==> src/rtl/reg_pipe_rst_y_hs.sv <==
// Elastic register pipeline: DEPTH stages with per-stage valid bits,
// valid/ready handshake on both sides, bubble collapsing, flush and an
// occupancy counter. Used to retime or decouple datapath blocks.
module reg_pipe_rst_y_hs #(
  parameter int unsigned               DATA_WIDTH = 32,
  parameter int unsigned               DEPTH      = 4,
  parameter logic [DATA_WIDTH-1:0]     RST_VAL    = '0
) (
  input  logic                         i_clk,
  input  logic                         i_rst,
  input  logic                         i_flush,
  input  logic                         i_valid,
  output logic                         o_ready,
  input  logic [DATA_WIDTH-1:0]        i_data,
  output logic                         o_valid,
  input  logic                         i_ready,
  output logic [DATA_WIDTH-1:0]        o_data,
  output logic [$clog2(DEPTH+1)-1:0]   o_count
);

  localparam int unsigned CW = $clog2(DEPTH + 1);

  // Stage state: index 0 is the input side, DEPTH-1 drives the outputs.
  logic [DEPTH-1:0]      r_valid;
  logic [DATA_WIDTH-1:0] r_data [DEPTH];
  logic [CW-1:0]         r_count;

  // Per-stage advance enables and the value each stage would load.
  logic [DEPTH-1:0]      w_adv;
  logic [DEPTH-1:0]      w_src_valid;
  logic [DATA_WIDTH-1:0] w_src_data [DEPTH];
  logic                  w_in_xfer;
  logic                  w_out_xfer;

  // Advance chain resolved from the output side: an empty stage always
  // moves, so bubbles collapse before back-pressure reaches the input.
  always_comb begin
    // NOTE: every always_comb output gets a default first so no path can
    // leave it unassigned and infer a latch.
    w_adv = '0;
    w_adv[DEPTH-1] = ~r_valid[DEPTH-1] | i_ready;
    for (int k = int'(DEPTH) - 2; k >= 0; k--) begin
      w_adv[k] = ~r_valid[k] | w_adv[k+1];
    end
  end

  // Input acceptance is blocked during reset and flush.
  assign o_ready    = w_adv[0] & ~i_rst & ~i_flush;
  assign w_in_xfer  = i_valid & o_ready;
  assign w_out_xfer = r_valid[DEPTH-1] & i_ready;

  // Source selection for each stage: the producer feeds stage 0, every other
  // stage is fed by its upstream neighbour.
  always_comb begin
    w_src_valid    = '0;
    w_src_valid[0] = w_in_xfer;
    w_src_data[0]  = i_data;
    for (int k = 1; k < int'(DEPTH); k++) begin
      w_src_valid[k] = r_valid[k-1];
      w_src_data[k]  = r_data[k-1];
    end
  end

  // Stage registers: reset clears everything, flush drops the valid bits,
  // otherwise advancing stages take their source and data loads only when
  // the source is valid.
  always_ff @(posedge i_clk) begin
    // NOTE: sequential state uses non-blocking assignments so every stage
    // samples its neighbour's pre-edge value, which is what makes this a shift.
    if (i_rst) begin
      r_valid <= '0;
      for (int k = 0; k < int'(DEPTH); k++) begin
        // NOTE: the data registers are reset too because RST_VAL is visible
        // on o_data right after reset; this is a small register file, not RAM.
        r_data[k] <= RST_VAL;
      end
    end else if (i_flush) begin
      r_valid <= '0;
    end else begin
      for (int k = 0; k < int'(DEPTH); k++) begin
        if (w_adv[k]) begin
          r_valid[k] <= w_src_valid[k];
          if (w_src_valid[k]) begin
            r_data[k] <= w_src_data[k];
          end
        end
      end
    end
  end

  // Occupancy counter tracks accepted minus delivered entries.
  always_ff @(posedge i_clk) begin
    if (i_rst || i_flush) begin
      r_count <= '0;
    end else if (w_in_xfer && !w_out_xfer) begin
      r_count <= r_count + CW'(1);
    end else if (!w_in_xfer && w_out_xfer) begin
      r_count <= r_count - CW'(1);
    end
  end

  assign o_valid = r_valid[DEPTH-1];
  assign o_data  = r_data[DEPTH-1];
  assign o_count = r_count;

endmodule

==> config.mk <==
export PLATFORM = sky130hd
export DESIGN_NAME = reg_pipe_rst_y_hs
export DESIGN_NICKNAME = d
export VERILOG_FILES = /design/src/rtl/reg_pipe_rst_y_hs.sv
export SDC_FILE = /design/constraint.sdc
export NUM_CORES = 1
export LEC_CHECK = 0
export CORE_ASPECT_RATIO = 0.8
export CORE_MARGIN = 2
export CORE_UTILIZATION = 54
export CTS_CLUSTER_DIAMETER = 150
export DETAILED_ROUTE_END_ITERATION = 10
export GPL_ROUTABILITY_DRIVEN = 0
export HOLD_SLACK_MARGIN = 0.15
export PLACE_DENSITY = 0.82
export SLEW_MARGIN = 30
export SYNTH_ARGS = -nofsm -noshare
export SYNTH_HDL_FRONTEND = slang
export SYNTH_SLANG_ARGS = --single-unit
==> constraint.sdc <==
create_clock -name i_clk -period 5.15 [get_ports i_clk]
set_input_delay 1.03 -clock i_clk [delete_from_list [all_inputs] [get_ports i_clk]]
set_output_delay 1.03 -clock i_clk [all_outputs]
set_load 0.02 [all_outputs]
==> flow_summary.ini, run 1 <==
[worst_setup_path]
kind_of_end_point_of_the_critical_path = output port
critical_path.n_buffers_inverters = 2
crit_family = buffers and inverters
ff2ff_setup_slack_ns = 2.54
path_common_cell = sky130_fd_sc_hd__clkdlybuf4s50_1
worstPathArrival_ns = 2.78
timing.critical_path.depth = 4
r2r.worst_path.cells = 9
crit_chain = clkdlybuf4s50_1 -> or2_4 -> a21oi_1 -> clkdlybuf4s50_1
critical_path.max_stage_delay_ns = 0.62
worst-path-max-fanout = 11
worstSetupStartpointType = input pin
wp_data_required_ns = 4.12
critical_path_class = in2out
worst_path_slowest_cell = sky130_fd_sc_hd__clkdlybuf4s50_1

[cells_and_area]
layout-area-overhead-vs-synth_pct = 27.90
nets = 438
fillers = 558
drive_above_1_share_pct = 10.92
antenna-diode-count = 0
non_filler_instance_count_after_layout = 527

[cts]
h-tree-depth = 4
clock_sink_count = 135
cts_hold_repair.buffers = 0
cts_inserted_buffers = 17
clockBufferDepth = 2
ctsResizeCount = 0
cts_post_setup_buffers_inserted = 0
cts_tree = yes
clock_latency_ns = 0.40
cts.root.buffer_cell = sky130_fd_sc_hd__clkbuf_16
path_clk_slew_ns = 0.05

[min_path]
timing.hold.worst_path_depth = 2
worst_hold_check_path_type = reg2reg

[place]
detailedPlacementHpwl_um = 4686
port_buffers = 73
place.detailed.instances = 494

[logic_synthesis]
syn_nets = 355
synthXorXnorAreaFrac_pct = 0.3385
synth_top_area_cell = sky130_fd_sc_hd__edfxtp_1
synthesis.instances = 316
post_synth_fa_ha_maj_area_fraction_pct = 0.6286
synth.mux.area_fraction_pct = 0.1934
synth.distinct_cells = 24
post-synth-top-area-fraction_pct = 74.27
synth_top_family_by_area = simple AND/OR/NAND/NOR gates
yosys-top-cells-area = sky130_fd_sc_hd__edfxtp_1 (74%), sky130_fd_sc_hd__and2_1 (15%), sky130_fd_sc_hd__dfxtp_1 (2.7%), sky130_fd_sc_hd__buf_6 (1.1%), sky130_fd_sc_hd__clkbuf_2 (0.87%)
seq_cells_post_synth = 135
seq_area_frac_synth_pct = 76.98
synth_enable_flop_cells = 128
synth_commonest_cells = sky130_fd_sc_hd__and2_1 (128), sky130_fd_sc_hd__edfxtp_1 (128), sky130_fd_sc_hd__clkbuf_2 (9)
synthesized_area_fraction_occupied_by_ao_oa_aoi_and_oai_cells_pct = 1.330
yosysWarnings = 0
postSynth.asyncResetShare_pct = 0
synth.avg_cell_area_um2 = 16.38
ys_dominant_reg_cell = sky130_fd_sc_hd__edfxtp_1
synth_simple_gate_area_share_pct = 18.13
syn-cell-area_um2 = 5175

[grt]
wire_length_of_the_first_global_routing_pass_um = 12100
grt_max_degree = 34
grt_total_usage_pct = 15.42
vias_in_the_first_global_route = 2458
antenna_found_initial = 0
grt_remaining_overflow = 0

[die]
floorplan.initialDensity_pct = 56.30
rows = 31
io_pins = 74
floorplan.die.height_um = 91.56
design.core.area_um2 = 9193
die_area_um2 = 10390
die_w_um = 113.5

[sta]
fin_setup_tns_ns = 0
timing.fmax_mhz = 262.2
final-setup-viol-count = 0
post-route-min-period_ns = 3.813
grt_setup_unrepaired = false
post_route_fraction_of_the_period_consumed_by_the_critical_path_pct = 74.05
worst_slew_margin_rel_pct = 45.43
timing.clock.skew_ns = 0.006676
max_slew.worst_pin.slew_ns = 0.8159
slew_violations = 0
hold_violations_final = 0

[route]
detail_route.first_pass.iterations = 5
drc = 0
postRouteWirelength_um = 7187
initialDrtViolationCount = 115
drt-wirelength-per-cell_um = 13.64
via_count = 2451
vias_per_cell = 4.651
ant_nets = 0

[status]
outcome = finished clean

[pwr]
max-vdd-ir-drop_v = 0.0002490
p_per_area_nw_per_um2 = 387.1
p_leak_nw = 2.465

[run]
max_cap_viol_count = 0
[registers in the layout (all words and copies together) (netlist names)]
| signal | flops |
|---|---|
| r_valid | 4 |
| o_count | 3 |
| r_data | 128 |
[worst register-to-register path, stage by stage, from the launching register on]
cell,delay (ns)
sky130_fd_sc_hd__dfxtp_1,0.34
sky130_fd_sc_hd__and4b_1,0.35
sky130_fd_sc_hd__a211oi_4,0.28
sky130_fd_sc_hd__buf_4,0.27
sky130_fd_sc_hd__ha_1,0.24
sky130_fd_sc_hd__inv_1,0.07
sky130_fd_sc_hd__fa_1,0.37
sky130_fd_sc_hd__xor2_1,0.15
sky130_fd_sc_hd__or3_1,0.31
sky130_fd_sc_hd__a21oi_1,0.16
[area by class of cell]
class                      count  area, µm²  area share, %
sequential                   135       3984          60.19
multi-input combinational    161       1099          16.60
timing repair buffer          78      768.2          11.61
clock buffer                  17      425.4          6.427
clock inverter                15      176.4          2.665
tap                          115      143.9          2.174
inverter                       6      22.52         0.3403
[metal layers]
metal / track usage, % / vias to the layer above / share of wire [%]
met4: 7.419 / 0 / 2.1
met3: 4.940 / 14 / 6.8
li1: - / 1266 / -
met5: 0 / - / 0
met2: 21.61 / 92 / 43
met1: 21.97 / 1079 / 48
[power by group]
part	internal (mW)	leakage [nW]	total (mW)	switching, mW
combinational	0.0516	0.788	0.104	0.0521
clock	0.763	0.280	1.20	0.434
sequential	1.25	1.40	1.26	0.0123
total	2.06	2.46	2.56	0.498
[final timing paths]
kind | from | end
worst min register to register | r_valid[1] | r_valid[2]
worst max-delay path | i_flush | o_ready
worst min-delay path | r_valid[1] | r_valid[2]
worst max register to register | r_valid[3] | o_count[2]
[metrics by stage]
step	area, µm²	hold WS, ns	worst slack (ns)	power [mW]	util [%]
after global placement	6010	0.4707	1.401	1.384	65.37
final	6619	0.5032	1.337	2.562	72.00
after floorplan	5175	0.4555	1.000	1.332	-
after detailed placement	6010	0.4986	1.290	1.389	65.37
after CTS	6611	0.5012	1.355	2.580	71.92
after global routing	6619	0.5311	1.293	2.639	72.00
[cells in the final DEF, fill, tap and decap left out, types with 2 or more instances in the layout]
master / count
sky130_fd_sc_hd__clkbuf_16: 17
sky130_fd_sc_hd__xor2_1: 2
sky130_fd_sc_hd__and2_1: 128
sky130_fd_sc_hd__nor3_4: 2
sky130_fd_sc_hd__clkdlybuf4s50_1: 73
sky130_fd_sc_hd__edfxtp_1: 128
sky130_fd_sc_hd__a21oi_1: 3
sky130_fd_sc_hd__nor2_1: 8
sky130_fd_sc_hd__inv_6: 4
sky130_fd_sc_hd__clkinvlp_4: 5
sky130_fd_sc_hd__clkinv_2: 2
sky130_fd_sc_hd__dfxtp_1: 7
sky130_fd_sc_hd__inv_1: 6
sky130_fd_sc_hd__nand2_1: 3
sky130_fd_sc_hd__bufinv_16: 3
sky130_fd_sc_hd__buf_4: 5
sky130_fd_sc_hd__o31ai_4: 2
[kinds of logic after synthesis]
kind of cell,Yosys count
muxes,1
and+or+nand+nor,147
adders and majority gates,2
xor gates and xnor gates,2
buffers and inverters,20
AOI/OAI and AO/OA,9
DFF,135
(Power assumes the default switching activity.)
==> run 2, diff against run 1 <==
Settings changed: CORE_UTILIZATION 54 to 49, PLACE_DENSITY 0.82 to 0.79.
Clock period 5.15 ns to 3.23 ns, I/O delays scaled along.
==> flow_summary.ini, run 2 (synthesis results as in run 1) <==
[status]
outcome = finished clean

[cells_and_area]
nets = 440
drive_above_1_share_pct = 9.662
antenna-diode-count = 0
layout.cells.most_common_list = sky130_fd_sc_hd__and2_1 (128), sky130_fd_sc_hd__edfxtp_1 (128), sky130_fd_sc_hd__clkdlybuf4s50_1 (73)
final_core_utilization_pct = 64.28
layout-area-overhead-vs-synth_pct = 27.71
register_containing_the_most_flip_flops_in_the_final_layout = r_data
largest_register_ff_count = 128

[min_path]
worst_hold_check_path_type = reg2reg
timing.hold.worst_path_depth = 2
origin_of_the_worst_min_delay_path = r_valid[1]
min_to = r_valid[2]

[run]
max_cap_viol_count = 0

[die]
floorplan.die.height_um = 95.92
design.core.area_um2 = 10280
die_w_um = 118.9
die_area_um2 = 11400
rows = 33
io_pins = 74
floorplan.initialDensity_pct = 50.33

[worst_setup_path]
crit_family = buffers and inverters
worstPathArrival_ns = 2.31
path_common_cell = sky130_fd_sc_hd__clkdlybuf4s50_1
kind_of_end_point_of_the_critical_path = output port
critical_path.max_stage_delay_ns = 0.62
critical_path_class = in2out
worst-path-max-fanout = 6
reg2reg_capture_point = o_count[2]
setup.worst_path.start = i_ready
worst_path_slowest_cell = sky130_fd_sc_hd__clkdlybuf4s50_1
worstSetupStartpointType = input pin
critical_path.n_buffers_inverters = 2
r2r-start = r_valid[3]
crit_chain = clkdlybuf4s50_1 -> and4b_1 -> a21oi_1 -> clkdlybuf4s50_1
r2r.worst_path.cells = 8
ff2ff_setup_slack_ns = 0.92
wp_data_required_ns = 2.58

[route]
ant_nets = 0
detail_route.first_pass.iterations = 4
vias_per_cell = 4.457
drc = 0
initialDrtViolationCount = 106
postRouteWirelength_um = 7224
drt-wirelength-per-cell_um = 13.04
via_count = 2469

[sta]
timing.clock.skew_ns = 0.009014
timing.fmax_mhz = 338.8
worst_slew_margin_rel_pct = 50.01
final_critical_path_setup_slack_ns = 0.2788
grt_setup_unrepaired = false
fin_setup_tns_ns = 0
post-route-min-period_ns = 2.951
final-setup-viol-count = 0
max_slew.worst_pin.slew_ns = 0.7474
hold_violations_final = 0
slew_violations = 0
post_route_fraction_of_the_period_consumed_by_the_critical_path_pct = 91.37

[grt]
grt_max_degree = 33
wire_length_of_the_first_global_routing_pass_um = 12130
vias_in_the_first_global_route = 2406
antenna_found_initial = 0
grt_total_usage_pct = 14.22
grt_remaining_overflow = 0

[cts]
clock_sink_count = 135
h-tree-depth = 4
cts.root.buffer_cell = sky130_fd_sc_hd__clkbuf_16
ctsResizeCount = 0
cts_post_setup_buffers_inserted = 0
cts_hold_repair.buffers = 0
clockBufferDepth = 2
path_clk_slew_ns = 0.06
cts_tree = yes
clock_latency_ns = 0.40
cts_inserted_buffers = 17

[pwr]
max-vdd-ir-drop_v = 0.0003579
clock_power_share_pct = 44.4
internal-power_mw = 3.191
pwr-share-seq_pct = 51.3
net-switching-power_mw = 0.7368
p_comb_share_pct = 4.3
p_per_area_nw_per_um2 = 594.3
p_sw_share_pct = 18.76
p_leak_nw = 2.455

[place]
place_ws_ns = 0.09211
port_buffers = 73
detailedPlacementHpwl_um = 4937
==> run 2: cell types whose count changed in the layout (fill, tap and decap cells not counted) <==
cell and delta:
sky130_fd_sc_hd__clkinv_1 +5, sky130_fd_sc_hd__buf_4 +2, sky130_fd_sc_hd__bufinv_16 -1, sky130_fd_sc_hd__clkbuf_1 +2, sky130_fd_sc_hd__clkinvlp_4 -3, sky130_fd_sc_hd__clkinv_2 +1, sky130_fd_sc_hd__inv_6 -4
==> run 2: worst reg2reg max path: stages (launching register included) <==
cell and delay (ns):
sky130_fd_sc_hd__dfxtp_1 0.34, sky130_fd_sc_hd__and4b_1 0.33, sky130_fd_sc_hd__a211oi_4 0.29, sky130_fd_sc_hd__ha_1 0.22, sky130_fd_sc_hd__inv_1 0.06, sky130_fd_sc_hd__fa_1 0.37, sky130_fd_sc_hd__xor2_1 0.16, sky130_fd_sc_hd__or3_1 0.31
sky130_fd_sc_hd__a21oi_1 0.16
==> run 2: layer usage <==
metal,up-vias,part of all wire [%],track usage [%]
met5,-,0,0
met4,0,1.2,7.143
met3,7,6.3,5.391
met2,74,45,20.69
met1,1120,47,18.89
li1,1268,-,-
==> run 2: worst max path at each step <==
stage | end | slack [ns] | cells past startpoint
3_5_place_dp | o_count[2] | 0.09 | 9
6_report | o_ready | 0.28 | 4
5_1_grt | o_ready | 0.22 | 4
2_1_floorplan | r_data[1][0] | 0.37 | 3
4_1_cts | o_ready | 0.29 | 4
3_3_place_gp | o_count[2] | 0.19 | 9
==> run 2: final cells by class <==
type,instances,area [µm²]
clock buffer,19,432.9
multi-input combinational,161,1099
sequential,135,3984
tap,140,175.2
fill,727,3672
clock inverter,13,112.6
timing repair buffer,80,783.3
inverter,6,22.52
==> run 2: power groups by stage <==
stage	Sequential, mW	Clock (mW)	Combinational, mW
after floorplan	2.06	0	0.0593
after global placement	2.04	0	0.164
after detailed placement	2.05	0	0.170
after CTS	2.02	1.78	0.170
after global routing	2.02	1.86	0.181
final	2.01	1.75	0.168
==> run 2: metrics by stage <==
step | std cells | instance area (µm²) | hold WS [ns] | power, mW
5_1_grt | 554 | 6609 | 0.5228 | 4.064
6_report | 554 | 6609 | 0.5069 | 3.928
3_5_place_dp | 522 | 6063 | 0.4844 | 2.219
3_3_place_gp | 522 | 6063 | 0.4687 | 2.209
2_1_floorplan | 316 | 5185 | 0.4555 | 2.122
4_1_cts | 554 | 6609 | 0.5009 | 3.961
